===== config.mk =====
export PLATFORM = sky130hd
export DESIGN_NAME = parallel_add_decode
export DESIGN_NICKNAME = d
export VERILOG_FILES = /design/src/rtl/parallel_add_decode.sv
export SDC_FILE = /design/constraint.sdc
export NUM_CORES = 1
export LEC_CHECK = 0
export ABC_AREA = 1
export BUFFER_PORTS_ARGS = -buffer_cell sky130_fd_sc_hd__buf_4
export CORE_ASPECT_RATIO = 0.5
export CORE_UTILIZATION = 35
export DETAILED_ROUTE_END_ITERATION = 7
export PLACE_DENSITY = 0.58
export SLEW_MARGIN = 5
export SYNTH_ARGS = -nofsm -noshare
export SYNTH_HDL_FRONTEND = slang
export SYNTH_SLANG_ARGS = --single-unit

===== constraint.sdc =====
create_clock -name clk -period 5.6 [get_ports clk]
set_input_delay 1.68 -clock clk [delete_from_list [all_inputs] [get_ports clk]]
set_output_delay 1.68 -clock clk [all_outputs]
set_load 0.005 [all_outputs]

===== src/rtl/parallel_add_decode.sv =====
// Sliding-window sum decoder: reconstructs a 32-bit vector whose top two bits
// are known (seed) from thirty 3-bit-window sums r_k = b[32-k]+b[31-k]+b[30-k].
// One bit is recovered per clock, MSB first; inconsistent sums set a sticky error.
module parallel_add_decode (
  input  logic        clk,
  input  logic        rst_n,
  input  logic        start_i,
  input  logic [59:0] sums_i,
  input  logic [1:0]  seed_i,
  output logic        busy_o,
  output logic        done_o,
  output logic [31:0] register_out_o,
  output logic        error_o
);

  typedef enum logic [0:0] {StIdle, StDecode} state_e;

  state_e      state_q, state_d;
  logic [59:0] sums_q, sums_d;
  logic [31:0] reg_q, reg_d;
  logic [4:0]  k_q, k_d;
  logic        busy_q, busy_d;
  logic        done_q, done_d;
  logic        error_q, error_d;

  logic [4:0]  idx;
  logic [1:0]  r_k;
  logic        b_hi, b_lo;
  logic [3:0]  v;
  logic        v_ok;

  // Datapath for step k: target bit is b[30-k], neighbours are the two bits above it.
  // The difference is taken modulo 16, so negative results fall outside {0,1}.
  always_comb begin
    idx  = 5'd30 - k_q;
    r_k  = sums_q[{idx, 1'b0} +: 2];
    b_hi = reg_q[idx + 5'd2];
    b_lo = reg_q[idx + 5'd1];
    v    = {2'b00, r_k} - {3'b000, b_hi} - {3'b000, b_lo};
    v_ok = (v == 4'd0) || (v == 4'd1);
  end

  // Next-state and register updates for the two-state decode sequencer.
  always_comb begin
    state_d = state_q;
    sums_d  = sums_q;
    reg_d   = reg_q;
    k_d     = k_q;
    busy_d  = busy_q;
    done_d  = 1'b0;
    error_d = error_q;
    unique case (state_q)
      StIdle: begin
        if (start_i) begin
          sums_d  = sums_i;
          reg_d   = {seed_i, 30'd0};
          error_d = 1'b0;
          k_d     = 5'd1;
          busy_d  = 1'b1;
          state_d = StDecode;
        end
      end
      StDecode: begin
        // An inconsistent sum writes 0 but decoding carries on to the end.
        reg_d[idx] = v_ok ? v[0] : 1'b0;
        if (!v_ok) begin
          error_d = 1'b1;
        end
        if (k_q == 5'd30) begin
          busy_d  = 1'b0;
          done_d  = 1'b1;
          state_d = StIdle;
        end else begin
          k_d = k_q + 5'd1;
        end
      end
      default: state_d = StIdle;
    endcase
  end

  // State registers with asynchronous active-low clear.
  always_ff @(posedge clk or negedge rst_n) begin
    if (!rst_n) begin
      state_q <= StIdle;
      sums_q  <= 60'd0;
      reg_q   <= 32'd0;
      k_q     <= 5'd0;
      busy_q  <= 1'b0;
      done_q  <= 1'b0;
      error_q <= 1'b0;
    end else begin
      state_q <= state_d;
      sums_q  <= sums_d;
      reg_q   <= reg_d;
      k_q     <= k_d;
      busy_q  <= busy_d;
      done_q  <= done_d;
      error_q <= error_d;
    end
  end

  assign busy_o         = busy_q;
  assign done_o         = done_q;
  assign register_out_o = reg_q;
  assign error_o        = error_q;

endmodule

==> flow_summary.ini <==
[outcome]
status = finished, final reports clean

[global_route]
grt_pass1_vias = 5258
grt_max_degree = 92
grt.overflow.total = 0
grt_pass1_wl_um = 26800
antenna_found_initial = 0
grt_usage_pct = 19.9

[final_layout]
num-fill-cells = 1735
antenna_cells = 0
seq_area_um2 = 2530
drive_gt1_share_pct = 16.1
final_net_count = 1013
area_delta_synth_final_pct = 20.2
multiInputGateArea_um2 = 2930

[floorplan]
die-width_um = 185
initial_core_util_pct = 36.9
die-area_um2 = 17300
die_h_um = 93.5
std_cell_rows = 32
io_pins = 100
core_um2 = 15900

[synthesis]
ys_ff_latch = 101
ys_types = 27
ys_async_sr_fraction_pct = 100
synth_fp_nets = 938
ys.flop_type = dfrtp_1
synth_enable_flop_cells = 0
netlist_instances = 865
synth_area_um2 = 5860
yosysSeqAreaShare_pct = 43.2
postSynthAreaPerCell_um2 = 6.77
ys_warn_count = 0

[routing]
wl_um = 16300
drtIter0Drc = 365
viasPerCell = 4.79
wl_per_cell_um = 13.9
antenna_left = 0
route.detailed.drc = 0
vias = 5589
first_pass_iters = 5

[cts]
cts_setup_buffers = 0
htreeDepth = 3
cts_tree = done
clk_pin_slew_ns = 0.08
worst_skew_pair.late_latency_ns = 0.35
ctsLongestPathBuffers = 2
numCtsBuffers = 9
numClockSinks = 101
ctsRootBufferMaster = clkbuf_16
cts.repair.resized = 0
hold_buffers = 0

[place]
routabilityCongestion = 0.870
io_buffer_count = 99
dp_hpwl_um = 11400

[worst_setup_path]
end_kind = flip-flop
required_ns = 5.85
worst-setup-path-type = flip-flop to flip-flop
r2r_slack_ns = 1.06
worstPathArrival_ns = 4.79
cp_max_fo = 32
cp-start-kind = flip-flop

[hold_path]
worstHoldPathType = flip-flop to flip-flop

[timing]
maxSlewViolCount = 0
setup_viol_count_final = 0
layout_min_cycle_time_ns = 4.54
worst_slew_pin_slew_ns = 0.959
relSlewSlack_pct = 36.0
clock_skew_ns = 0.0106
setup_tns_ns = 0
hold_viol = 0
fmax_ghz = 0.220
period_share_pct = 81.1
grt_setup_unrepaired = no

[job]
maxCapViolCount = 0
==> path summary, 6_finish.rpt <==
check,start,end,cells after the start
setup reg to reg,k_q[0],register_out_o[15],20
max in group asynchronous,rst_n,register_out_o[14],2
hold reg to reg,sums_q[51],sums_q[51],2
setup / recovery,k_q[0],register_out_o[15],20
hold / removal,sums_q[51],sums_q[51],2
min in group asynchronous,rst_n,sums_q[32],1
==> placed cells by master, fill, tap and decap left out <==
cell type and n:
clkinvlp_4 1, buf_4 107, a21oi_1 2, fa_1 1, dfrtp_1 100, o22ai_1 6, nand2_2 10, clkinv_4 1
inv_2 4, inv_1 47, nand3_2 2, nor2_2 3, o21ai_0 40, o21ai_1 10, ha_1 7, nor2_1 36
dfrtp_2 1, clkbuf_16 9, o31ai_1 6, clkinv_1 1, inv_8 1, xnor2_4 1, inv_6 2, nand2_1 448
nand2_4 3, nand3_1 87, nor3_1 2, clkinv_8 2, nor2_4 5
==> cells in the mapped netlist, types with 5 or more instances <==
master | count | area share (%)
buf_2 | 13 | 1.1
clkbuf_1 | 23 | 1.5
dfrtp_1 | 101 | 43
ha_1 | 7 | 1.5
inv_1 | 48 | 3.1
nand2_1 | 449 | 29
nand2_2 | 9 | 0.96
nand3_1 | 87 | 7.4
nor2_1 | 36 | 2.3
nor2_4 | 5 | 0.96
o21ai_0 | 40 | 3.4
o21ai_1 | 10 | 0.85
o22ai_1 | 6 | 0.64
o31ai_1 | 6 | 0.77
==> stage by stage <==
| step | setup WS (ns) | hold slack, ns | utilization [%] | std cells | area [um2] |
|---|---|---|---|---|---|
| 6_report | 1.06 | 0.480 | 44.4 | 1166 | 7040 |
| 3_3_place_gp | 1.11 | 0.458 | 42.5 | 1150 | 6740 |
| 2_1_floorplan | 1.56 | 0.444 | - | 865 | 5860 |
| 3_5_place_dp | 1.04 | 0.460 | 42.5 | 1150 | 6740 |
| 4_1_cts | 1.00 | 0.482 | 44.4 | 1166 | 7040 |
| 5_1_grt | 0.556 | 0.498 | 44.4 | 1166 | 7040 |
==> state kept, by name, indices dropped and copies added (netlist names) <==
name / cells
sums_q: 60
error_o: 1
state_q: 1
done_o: 1
register_out_o: 32
busy_o: 1
k_q: 5
==> critical path, cell delays in order, from the launching register on <==
cell and delay (ns):
dfrtp_2 0.72, inv_2 0.07, ha_1 0.31, clkinv_1 0.38, ha_1 0.51, inv_1 0.13, nand2_1 0.06, nand2_1 0.06
nand2_1 0.05, nand2_1 0.06, nand2_1 0.04, nand2_1 0.05, inv_1 0.04, ha_1 0.27, ha_1 0.20, inv_1 0.06
fa_1 0.41, nor3_1 0.18, buf_4 0.22, inv_1 0.31, o21ai_0 0.29
==> cell type report <==
cell class              count  area share (%)
clock buffers               9            3.20
clock inverters             7            1.10
inverters                  52            2.77
multi-input cells         669            41.7
flip-flops and latches    101            35.9
well taps                 221            3.93
repair buffers            107            11.4
==> logic make-up (layout without fill, tap and decap cells) <==
family | count (synthesis) | count (layout) | synth area share, %
compound gates | 64 | 64 | 5.85
xor+xnor | 1 | 1 | 0.470
fa+ha+maj | 8 | 8 | 1.84
buf+inv | 95 | 175 | 6.82
flops | 101 | 101 | 43.2
simple gates | 596 | 596 | 41.9
==> layer usage <==
layer  part of all wire (%)  up-vias  track usage, %
li1                       -     2850               -
met1                     50     2576            28.8
met2                     43      146            30.3
met3                    5.6       17            3.50
met4                    1.1        0            5.30
met5                      0        -               0
Power is not shown: default switching activity piles up to over one toggle a cycle in this logic, so the estimate is an artifact.
